[src/rtl/fetch_unit_if.sv]
// Handshake bundle between the fetch unit, instruction memory and decode.
// The master side is the fetch unit itself.
interface fetch_unit_if;
    logic        imem_req_valid;
    logic        imem_req_ready;
    logic [31:0] imem_req_addr;
    logic        imem_rsp_valid;
    logic [31:0] imem_rsp_data;
    logic        redirect_valid;
    logic [31:0] redirect_pc;
    logic        instr_valid;
    logic        instr_ready;
    logic [31:0] instr;
    logic [31:0] instr_pc;

    modport master (
        output imem_req_valid, imem_req_addr, instr_valid, instr, instr_pc,
        input  imem_req_ready, imem_rsp_valid, imem_rsp_data,
               redirect_valid, redirect_pc, instr_ready
    );

    modport slave (
        input  imem_req_valid, imem_req_addr, instr_valid, instr, instr_pc,
        output imem_req_ready, imem_rsp_valid, imem_rsp_data,
               redirect_valid, redirect_pc, instr_ready
    );
endinterface

[src/rtl/fetch_unit.sv]
// Instruction fetch stage: PC sequencing, credit-limited memory requests,
// in-order response queue toward decode, and redirect with in-flight discard.
module fetch_unit #(
    parameter logic [31:0] RESET_PC = 32'h0000_0000,
    parameter int          DEPTH    = 2
) (
    input  logic          clk,
    input  logic          rst,
    fetch_unit_if.master  bus
);
    localparam int PTR_W = (DEPTH > 1) ? $clog2(DEPTH) : 1;
    localparam int CNT_W = $clog2(DEPTH + 1);
    localparam logic [PTR_W-1:0] PTR_LAST = PTR_W'(DEPTH - 1);
    localparam logic [CNT_W:0]   CREDIT   = (CNT_W + 1)'(DEPTH);

    logic [31:0]      pc_r;
    logic [31:0]      rsp_pc_r;
    logic [CNT_W-1:0] outstanding_r;
    logic [CNT_W-1:0] drop_r;
    logic [CNT_W-1:0] count_r;
    logic [PTR_W-1:0] rd_ptr_r;
    logic [PTR_W-1:0] wr_ptr_r;
    logic [31:0]      q_data_r [DEPTH];
    logic [31:0]      q_pc_r   [DEPTH];

    logic [CNT_W:0]   credit_s;
    logic             req_valid_s;
    logic             req_fire_s;
    logic             rsp_ok_s;
    logic             push_s;
    logic             pop_s;
    logic             head_valid_s;
    logic [31:0]      redir_pc_s;

    function automatic logic [PTR_W-1:0] ptr_inc(input logic [PTR_W-1:0] p);
        logic [PTR_W-1:0] n;
        if (p == PTR_LAST) begin
            n = {PTR_W{1'b0}};
        end else begin
            n = p + PTR_W'(1'b1);
        end
        return n;
    endfunction

    // Handshake qualification from registered state; a pop never frees credit in its own cycle.
    always_comb begin
        credit_s     = {1'b0, outstanding_r} + {1'b0, count_r};
        head_valid_s = (count_r != {CNT_W{1'b0}});
        req_valid_s  = !rst && !bus.redirect_valid && (credit_s < CREDIT);
        req_fire_s   = req_valid_s && bus.imem_req_ready;
        rsp_ok_s     = bus.imem_rsp_valid && (outstanding_r != {CNT_W{1'b0}});
        push_s       = rsp_ok_s && !bus.redirect_valid && (drop_r == {CNT_W{1'b0}});
        pop_s        = head_valid_s && bus.instr_ready;
        redir_pc_s   = {bus.redirect_pc[31:2], 2'b00};
    end

    assign bus.imem_req_valid = req_valid_s;
    assign bus.imem_req_addr  = pc_r;
    assign bus.instr_valid    = head_valid_s;
    assign bus.instr          = q_data_r[rd_ptr_r];
    assign bus.instr_pc       = q_pc_r[rd_ptr_r];

    // PC, credit, discard and queue state.
    always_ff @(posedge clk or posedge rst) begin
        if (rst) begin
            pc_r          <= RESET_PC;
            rsp_pc_r      <= RESET_PC;
            outstanding_r <= {CNT_W{1'b0}};
            drop_r        <= {CNT_W{1'b0}};
            count_r       <= {CNT_W{1'b0}};
            rd_ptr_r      <= {PTR_W{1'b0}};
            wr_ptr_r      <= {PTR_W{1'b0}};
            for (int i = 0; i < DEPTH; i++) begin
                q_data_r[i] <= 32'h0000_0000;
                q_pc_r[i]   <= 32'h0000_0000;
            end
        end else if (bus.redirect_valid) begin
            // Every request still in flight after this cycle belongs to the old path,
            // so drop is rebuilt from outstanding; this keeps drop <= outstanding
            // and makes back-to-back redirects self-consistent.
            pc_r          <= redir_pc_s;
            rsp_pc_r      <= redir_pc_s;
            count_r       <= {CNT_W{1'b0}};
            rd_ptr_r      <= wr_ptr_r;
            outstanding_r <= outstanding_r - CNT_W'(rsp_ok_s);
            drop_r        <= outstanding_r - CNT_W'(rsp_ok_s);
        end else begin
            if (req_fire_s) begin
                pc_r <= pc_r + 32'd4;
            end
            case ({req_fire_s, rsp_ok_s})
                2'b10:   outstanding_r <= outstanding_r + CNT_W'(1'b1);
                2'b01:   outstanding_r <= outstanding_r - CNT_W'(1'b1);
                default: outstanding_r <= outstanding_r;
            endcase
            if (rsp_ok_s && (drop_r != {CNT_W{1'b0}})) begin
                drop_r <= drop_r - CNT_W'(1'b1);
            end
            if (push_s) begin
                q_data_r[wr_ptr_r] <= bus.imem_rsp_data;
                q_pc_r[wr_ptr_r]   <= rsp_pc_r;
                wr_ptr_r           <= ptr_inc(wr_ptr_r);
                rsp_pc_r           <= rsp_pc_r + 32'd4;
            end
            if (pop_s) begin
                rd_ptr_r <= ptr_inc(rd_ptr_r);
            end
            case ({push_s, pop_s})
                2'b10:   count_r <= count_r + CNT_W'(1'b1);
                2'b01:   count_r <= count_r - CNT_W'(1'b1);
                default: count_r <= count_r;
            endcase
        end
    end
endmodule
[src/flat_wrapper.sv]
// flat-port wrapper written by rule: the top's interface ports become plain ports
module fetch_unit_flat 
#(
    parameter logic [31:0] RESET_PC = 32'h0000_0000,
    parameter int          DEPTH    = 2
)
  (clk, rst, bus_imem_req_valid, bus_imem_req_addr, bus_instr_valid, bus_instr, bus_instr_pc, bus_imem_req_ready, bus_imem_rsp_valid, bus_imem_rsp_data, bus_redirect_valid, bus_redirect_pc, bus_instr_ready);
  fetch_unit_if bus_i ();
  input  logic clk;
  input  logic rst;
  output wire logic [$bits(bus_i.imem_req_valid)-1:0] bus_imem_req_valid;
  output wire logic [$bits(bus_i.imem_req_addr)-1:0] bus_imem_req_addr;
  output wire logic [$bits(bus_i.instr_valid)-1:0] bus_instr_valid;
  output wire logic [$bits(bus_i.instr)-1:0] bus_instr;
  output wire logic [$bits(bus_i.instr_pc)-1:0] bus_instr_pc;
  input wire logic [$bits(bus_i.imem_req_ready)-1:0] bus_imem_req_ready;
  input wire logic [$bits(bus_i.imem_rsp_valid)-1:0] bus_imem_rsp_valid;
  input wire logic [$bits(bus_i.imem_rsp_data)-1:0] bus_imem_rsp_data;
  input wire logic [$bits(bus_i.redirect_valid)-1:0] bus_redirect_valid;
  input wire logic [$bits(bus_i.redirect_pc)-1:0] bus_redirect_pc;
  input wire logic [$bits(bus_i.instr_ready)-1:0] bus_instr_ready;
  assign bus_imem_req_valid = bus_i.imem_req_valid;
  assign bus_imem_req_addr = bus_i.imem_req_addr;
  assign bus_instr_valid = bus_i.instr_valid;
  assign bus_instr = bus_i.instr;
  assign bus_instr_pc = bus_i.instr_pc;
  assign bus_i.imem_req_ready = bus_imem_req_ready;
  assign bus_i.imem_rsp_valid = bus_imem_rsp_valid;
  assign bus_i.imem_rsp_data = bus_imem_rsp_data;
  assign bus_i.redirect_valid = bus_redirect_valid;
  assign bus_i.redirect_pc = bus_redirect_pc;
  assign bus_i.instr_ready = bus_instr_ready;
  fetch_unit #(.RESET_PC(RESET_PC), .DEPTH(DEPTH)) u_core (.clk(clk), .rst(rst), .bus(bus_i));
endmodule
[config.mk]
export PLATFORM = sky130hd
export DESIGN_NAME = fetch_unit_flat
export DESIGN_NICKNAME = d
export VERILOG_FILES = /design/src/rtl/fetch_unit_if.sv /design/src/rtl/fetch_unit.sv /design/src/flat_wrapper.sv
export SDC_FILE = /design/constraint.sdc
export NUM_CORES = 1
export LEC_CHECK = 0
export BUFFER_PORTS_ARGS = -buffer_cell sky130_fd_sc_hd__buf_2
export CORE_ASPECT_RATIO = 2
export CORE_MARGIN = 5
export CORE_UTILIZATION = 42
export CTS_CLUSTER_SIZE = 40
export DETAILED_ROUTE_END_ITERATION = 16
export SLEW_MARGIN = 20
export SYNTH_ARGS = -nofsm -noshare
export SYNTH_HDL_FRONTEND = slang
export SYNTH_SLANG_ARGS = --single-unit
[constraint.sdc]
create_clock -name clk -period 8.85 [get_ports clk]
set_clock_uncertainty 0.2 [all_clocks]
set_input_delay 1.77 -clock clk [delete_from_list [all_inputs] [get_ports clk]]
set_output_delay 1.77 -clock clk [all_outputs]
set_load 0.02 [all_outputs]
* Word level (Yosys, flattened, before mapping)
Index checks and enable logic that the tools add are counted.
** Operators by class
- $add $sub $neg :: 11
- Order comparisons :: 4
- Equality and inequality tests :: 4
- Multiplexer cells :: 24
- Bitwise gates (word level) :: 3
- Reduce and logical (&&, ||, !) cells :: 22
** Operator list (number)
- $mux 32 :: 11
- $bwmux 64 :: 2
- $add 32x3->32 const B :: 2
- $demux 32 s1 :: 1
- $reduce_bool 2->1 :: 7
- $logic_and 1x1->1 :: 9
- $mux 2 :: 4
- $pmux 2 s2 :: 2
- $reduce_bool 3->1 :: 2
- $sub 2x1->2 const B :: 3
- $add 2x1->2 const B :: 2
- $eq 2x1->1 const B :: 2
- $eq 2x2->1 const B :: 2
- $ge 2x2->1 const B :: 2
- $mux 1 :: 4
- $not 1->2 :: 2
- $add 2x2->3 :: 1
- $lt 3x2->1 const B :: 1
- $add 1x1->1 const B :: 2
- $logic_not 1->1 :: 2
- $logic_not 2->1 :: 1
- $lt 2x1->1 const B :: 1
- $reduce_and 2->1 :: 1
- $sub 2x1->2 :: 1
- $not 1->1 :: 1
** Storage, ports and cells
- Register bits :: 200
- Output and inout bits :: 98

* Logic depth before layout (Yosys ltp)
Gate-level depths: netlist of run 1.
- Depth in word-level cells :: 7
- Gate-level depth with buffers :: 9

* Least setup slack after synthesis of run 1
OpenSTA, ideal clock, no wires.
- Kind :: input to output
- Start :: input port bus_redirect_valid
- End :: output port bus_imem_req_valid
- Arrival time :: 2.335 ns
- Data required time :: 6.880 ns
- Path slack :: 4.545 ns
- Stages on the path :: 2
- Cell sequence :: buf_6 > nor4_4
** On the way
- Word-level cells in the longest chain between the ends :: 3
** Ends and longest elaborated chain
- from (decl) :: RTL line flat_wrapper.sv:19 : input wire logic [$bits(bus_i.redirect_valid)-1:0] bus_redirect_valid;
- $logic_not 1->1 :: RTL line fetch_unit.sv:49 : req_valid_s = !rst && !bus.redirect_valid && (credit_s < CREDIT);
- $logic_and 1x1->1 (2 in a row) :: RTL line fetch_unit.sv:49
- to (decl) :: RTL line flat_wrapper.sv:11 : output wire logic [$bits(bus_i.imem_req_valid)-1:0] bus_imem_req_valid;
Every way passes these cells.

* Worst setup path in the final report of run 1
Ends and elaborated chain as after synthesis.

==> reports/metrics.cfg, run 1 <==
[sta]
finalHoldViolations=0
timing.final.max_slew_violations=0
setup_viol=0
slew_headroom=0.369
worst_slew_pin_slew_ps=946
fin_crit_ps=4800
finalCritPeriodShare=0.542
fin_tns_setup_ps=0
rsz0062_at_grt=no
clock.fmax_mhz=208

[power_and_ir_drop]
power_switching_mw=1.24
p_leak_nw=4.94
switching_share=0.353
p_int_mw=2.27
pwr-share-comb=0.372
clock_power_share=0.235
pwr_density_cell_nw_per_um2=323
seqPwrFrac=0.393
ir_drop_uv=170

[setup_path]
cp-start-kind=input pin
crit_path_max_fanout=73
arrival_ps=2830
cp-end-kind=output port
critPathKind=in2out
cp.required_ps=6880

[clock_network]
clk_latency_ps=440
cts-root-buf=clkbuf_16
cts.htree.levels=4
cts_tree=done
cts_resized=0
path_clk_slew_ps=70
clock_sinks=192
post_cts_buffers=0
clk_path_buf_depth=2
hold_buffers=0
cts_made_buffers=17

[global_route]
grt_usage=0.184
grt_pass1_wl_um=36300
grt_max_degree=119
grt_pass1_vias=6873
antenna_found_initial=0
grt-ovfl-total=0

[cells_and_area]
fin_nets=981
n_antenna_cell=0
drive_gt1_frac=0.442
design_area_sq_um=10800
area_growth_pct=18.0
fin_cells=1192

[drt]
wl_per_cell_um=18.7
drtIter0Drc=299
wirelength_um=22300
drt_pass1_iterations=4
drc=0
vias_per_cell=5.47
final_antenna_net_count=0
wl_met1_um=8930
dr_wl_met3_um=1090
vias=6515
top_layer=met4
dr_wl_met2_um=11900

[die]
die_area_sq_um=25100
die_y_um=219
fp-row-count=76
ioPinCount=168
die_w_um=115
start_util=0.426
core_area_sq_um=21600

[yosys]
synth_area_sq_um=9190
synth.most_common_cell=dfrtp_1
synthCells=757
synth_edf_count=0
yosysTopAreaCell=dfrtp_1
syn_area_per_cell_sq_um=12.1
ys.warnings.count=0
ys_top_cells_by_count=dfrtp_1 (192), mux2_2 (189), nand2_1 (62), o21ai_0 (45), nand3_1 (33)
seq_area_frac_synth=0.523
synth.distinct_cells=45
ys_ff_latch=192
async_flop_share=1.00
synth-main-ff-cell=dfrtp_1
synth_area_leaders=dfrtp_1 (52%), mux2_2 (23%), nand2_1 (2.5%), o21ai_0 (2.4%), xor2_1 (2.2%)
netlist.area_leader.share=0.523

[worst_hold_path]
hp-class=reg2reg

[status]
outcome=finished clean

[place]
place_area_sq_um=10200
portBuffers=161
routabilityCongestion=0.837
place_inst=1160
dp_hpwl_um=15400

[flow_run]
drv_cap=0

[per-stage QoR]
stage	setup slack (ps)	utilization	power [mW]	hold WS, ps
2_1_floorplan	1650	-	2.31	275
3_5_place_dp	4010	0.473	2.72	291
5_1_grt	3940	0.502	3.72	320
6_report	4050	0.502	3.51	302
4_1_cts	4010	0.502	3.57	307
3_3_place_gp	4010	0.473	2.70	283
[cells in the final DEF, fill, tap and decap left out, drive strengths merged, types with 8 or more instances in the layout]
| master | count |
|---|---|
| xnor2 | 13 |
| buf | 167 |
| nand3 | 33 |
| nand4 | 20 |
| clkbuf | 18 |
| nor2 | 22 |
| mux2 | 189 |
| and3 | 10 |
| o21ai | 46 |
| o311ai | 13 |
| nand2 | 63 |
| xor2 | 23 |
| o211ai | 17 |
| nor3 | 9 |
| a21oi | 9 |
| dfrtp | 192 |
| inv | 22 |
| nor4 | 8 |
[area by class of cell]
type	instances	area (sq um)
Fill cell	1953	10700
Sequential cell	192	4810
Multi-Input combinational cell	513	4160
Timing Repair Buffer	167	851
Clock buffer	18	439
Tap cell	273	342
Clock inverter	14	190
Inverter	15	63.8
[logic make-up (layout without fill, tap and decap cells)]
group | Yosys count | after routing | synth area share
AO/OA/AOI/OAI | 91 | 91 | 0.0619
XOR/XNOR | 36 | 36 | 0.0343
adder cells (fa/ha/maj) | 5 | 5 | 0.00762
buffers and inverters | 55 | 214 | 0.0280
flip-flops | 192 | 192 | 0.523
multiplexers | 191 | 191 | 0.234
other | 1 | 4 | 0.000408
AND/OR/NAND/NOR | 186 | 186 | 0.111
[sequential cells by signal, indices dropped and copies added (netlist names)]
signal	cells
u_core.outstanding_r	2
u_core.rd_ptr_r	1
u_core.q_data_r	64
u_core.count_r	2
u_core.bus.imem_req_addr	30
u_core.wr_ptr_r	1
u_core.drop_r	2
u_core.q_pc_r	60
u_core.rsp_pc_r	30
[critical path: stages]
cell	delay [ps]
buf_2	100
buf_4	320
nor4_4	420
buf_2	220
[power groups by stage]
stage	Sequential, mW	Combinational (mW)	Clock [mW]
floorplan	1.35	0.964	0
global placement	1.38	1.31	0
detailed placement	1.40	1.33	0
CTS	1.38	1.33	0.854
global route	1.42	1.42	0.885
finish	1.38	1.30	0.826
[worst paths after layout]
path | start | to | slack [ps] | cells past startpoint
min in group asynchronous | rst | u_core.count_r[1] | 1320 | 2
worst min-delay path | u_core.q_data_r[11] | u_core.q_data_r[11] | 300 | 1
worst min register to register | u_core.q_data_r[11] | u_core.q_data_r[11] | 300 | 1
worst max register to register | u_core.outstanding_r[0] | u_core.outstanding_r[1] | 5870 | 7
max in group asynchronous | rst | u_core.q_pc_r[9] | 5600 | 3
worst max-delay path | bus_redirect_valid | bus_imem_req_valid | 4050 | 4
[routing by layer]
layer	track usage	up-vias
met5	0	-
met4	0.0618	0
met3	0.0397	27
met2	0.324	184
met1	0.220	3270
li1	-	3034
Power figures use the tool's default switching activity.
==> run 2, diff against run 1 <==
==> constraint.sdc (replaced) <==
create_clock -name clk -period 4.5 [get_ports clk]
set_clock_uncertainty 0.2 [all_clocks]
set_input_delay 0.9 -clock clk [delete_from_list [all_inputs] [get_ports clk]]
set_output_delay 0.9 -clock clk [all_outputs]
set_load 0.02 [all_outputs]
==> run 2 against run 1 <==
Non-clock buffer count grew 3; cell count grew 0.25%; sequential power rose by 97%; die area stayed put; sequential share of layout area decreased by 0.076 points; wire length down 0.20%; largest cell class unchanged; register-to-register slack worse by 4400 ps; clock power rose by 78%; first-iteration DRC count is 3.7% lower; power up 93%; critical path depth stayed put; flip-flop and latch count stayed put.
==> reports/metrics.cfg, run 2 (synthesis results as in run 1) <==
[place]
place_area_sq_um=10300  ; +0.80%
portBuffers=161  ; unchanged
place_inst=1163  ; +0.26%
place_ws_ps=1070  ; -2950 ps
dp_hpwl_um=15900  ; +3.4%
routabilityCongestion=0.852  ; +1.7%

[clock_network]
post_cts_buffers=0  ; unchanged
cts.htree.levels=4  ; unchanged
cts_tree=done
hold_buffers=0  ; unchanged
cts_made_buffers=17  ; unchanged
cts_resized=0  ; unchanged
path_clk_slew_ps=70  ; about the same
clk_latency_ps=440  ; about the same
cts-root-buf=clkbuf_16
clock_sinks=192  ; unchanged
clk_path_buf_depth=2  ; unchanged

[cells_and_area]
fin_cells=1195  ; +0.25%
layout_common_cells=dfrtp_1 (191), mux2_2 (189), buf_2 (161)
drive_gt1_frac=0.441  ; about the same
top_register=u_core.q_data_r
final_common_cell=dfrtp_1
largest_reg_flops=64  ; unchanged
reg_top3=u_core.q_data_r: 64 flops, u_core.q_pc_r: 60 flops
design_area_sq_um=10900  ; +0.17%
n_antenna_cell=0  ; unchanged
fin_nets=984  ; +0.31%
final_core_util=0.503  ; +0.000870
area_growth_pct=18.2

[power_and_ir_drop]
pwr_density_cell_nw_per_um2=622  ; +92%
p_leak_nw=4.92  ; -0.35%
total_power_mw=6.76  ; +93%
ir_drop_uv=290  ; +71%
clock_power_share=0.218  ; -0.017
pwr-share-comb=0.380  ; +0.008
seqPwrFrac=0.402  ; +0.009
switching_share=0.356  ; +0.00237
power_switching_mw=2.40  ; +94%
p_int_mw=4.36  ; +92%

[global_route]
grt_pass1_wl_um=35900  ; -0.93%
grt_max_degree=82  ; -31%
antenna_found_initial=0  ; unchanged
grt_usage=0.184  ; -0.000376
grt_pass1_vias=6675  ; -2.9%
grt-ovfl-total=0  ; unchanged

[sta]
timing.final.max_slew_violations=0  ; unchanged
finalCritPeriodShare=0.710
worst_slew_pin_slew_ps=891  ; -54.6 ps
fin_ws_ps=1310  ; -2740 ps
slew_headroom=0.404  ; +0.0349
hold_ws_ps=303  ; +0.720 ps
finalHoldViolations=0  ; unchanged
fin_tns_setup_ps=0  ; unchanged
rsz0062_at_grt=no
fin_crit_ps=3190
setup_viol=0  ; unchanged
clock.fmax_mhz=313

[setup_path]
critPathKind=reg2out
cp.required_ps=3400  ; -3480 ps
reg2reg_slack_ps=1470  ; -4400 ps
slowest_delay_ps=490  ; +70 ps
cp-end-kind=output port
cpMaxStageDelayCell=fa_1
crit_buf_inv=1  ; -2
critical-path-top-delay-family=adder cells
path_cells=and2_1 -> fa_1 -> nor4_4 -> buf_2
cp-start-kind=register
arrival_ps=2090  ; -740 ps
crit_path_max_fanout=7  ; -90%

[worst_hold_path]
hp-class=reg2reg

[status]
outcome=finished clean

[die]
die_area_sq_um=25100  ; unchanged
start_util=0.426  ; unchanged
die_w_um=115  ; unchanged
core_area_sq_um=21600  ; unchanged
die_y_um=219  ; unchanged
ioPinCount=168  ; unchanged
fp-row-count=76  ; unchanged

[drt]
wl_per_cell_um=18.7  ; -0.45%
vias=6451  ; -0.98%
wirelength_um=22300  ; -0.20%
vias_per_cell=5.40  ; -1.2%
final_antenna_net_count=0  ; unchanged
drc=0  ; unchanged
drtIter0Drc=288  ; -3.7%
drt_pass1_iterations=4  ; unchanged

[flow_run]
drv_cap=0  ; unchanged

[run 2: power by group through the flow]
stage               combinational, mW  sequential (mW)  clock [mW]
CTS                              2.63             2.73        1.52
detailed placement               2.62             2.76           0
floorplan                        1.90             2.65           0
global route                     2.80             2.81        1.59
finish                           2.57             2.72        1.47
global placement                 2.59             2.73           0
[run 2: metal layers]
metal	share of wire	wire, um	track usage
met5	0	0	0
met4	0.020	445	0.0678
met3	0.051	1140	0.0422
met2	0.53	11900	0.325
met1	0.39	8800	0.214
[run 2: worst paths after layout]
path,end,cells past startpoint,from
setup / recovery,bus_imem_req_valid,4,u_core.outstanding_r[0]
min in group asynchronous,u_core.q_pc_r[4],2,rst
setup reg to reg,u_core.outstanding_r[1],7,u_core.outstanding_r[0]
hold / removal,u_core.q_pc_r[31],1,u_core.q_pc_r[31]
hold reg to reg,u_core.q_pc_r[31],1,u_core.q_pc_r[31]
max in group asynchronous,u_core.q_data_r[7],3,rst
[run 2: worst reg2reg max path, delay by kind of cell (launching register included)]
kind                       cells  cell delay (ps)
AOI/OAI and AO/OA              1              340
DFF                            1              470
and+or+nand+nor                5             1420
adders and majority gates      1              490
[run 2: cell type report]
class	instances	area [sq um]
Timing Repair Buffer	170	936
Clock buffer	19	443
Tap cell	273	342
Fill cell	2003	10700
Multi-Input combinational cell	513	4150
Inverter	15	60.1
Clock inverter	13	126
Sequential cell	192	4810
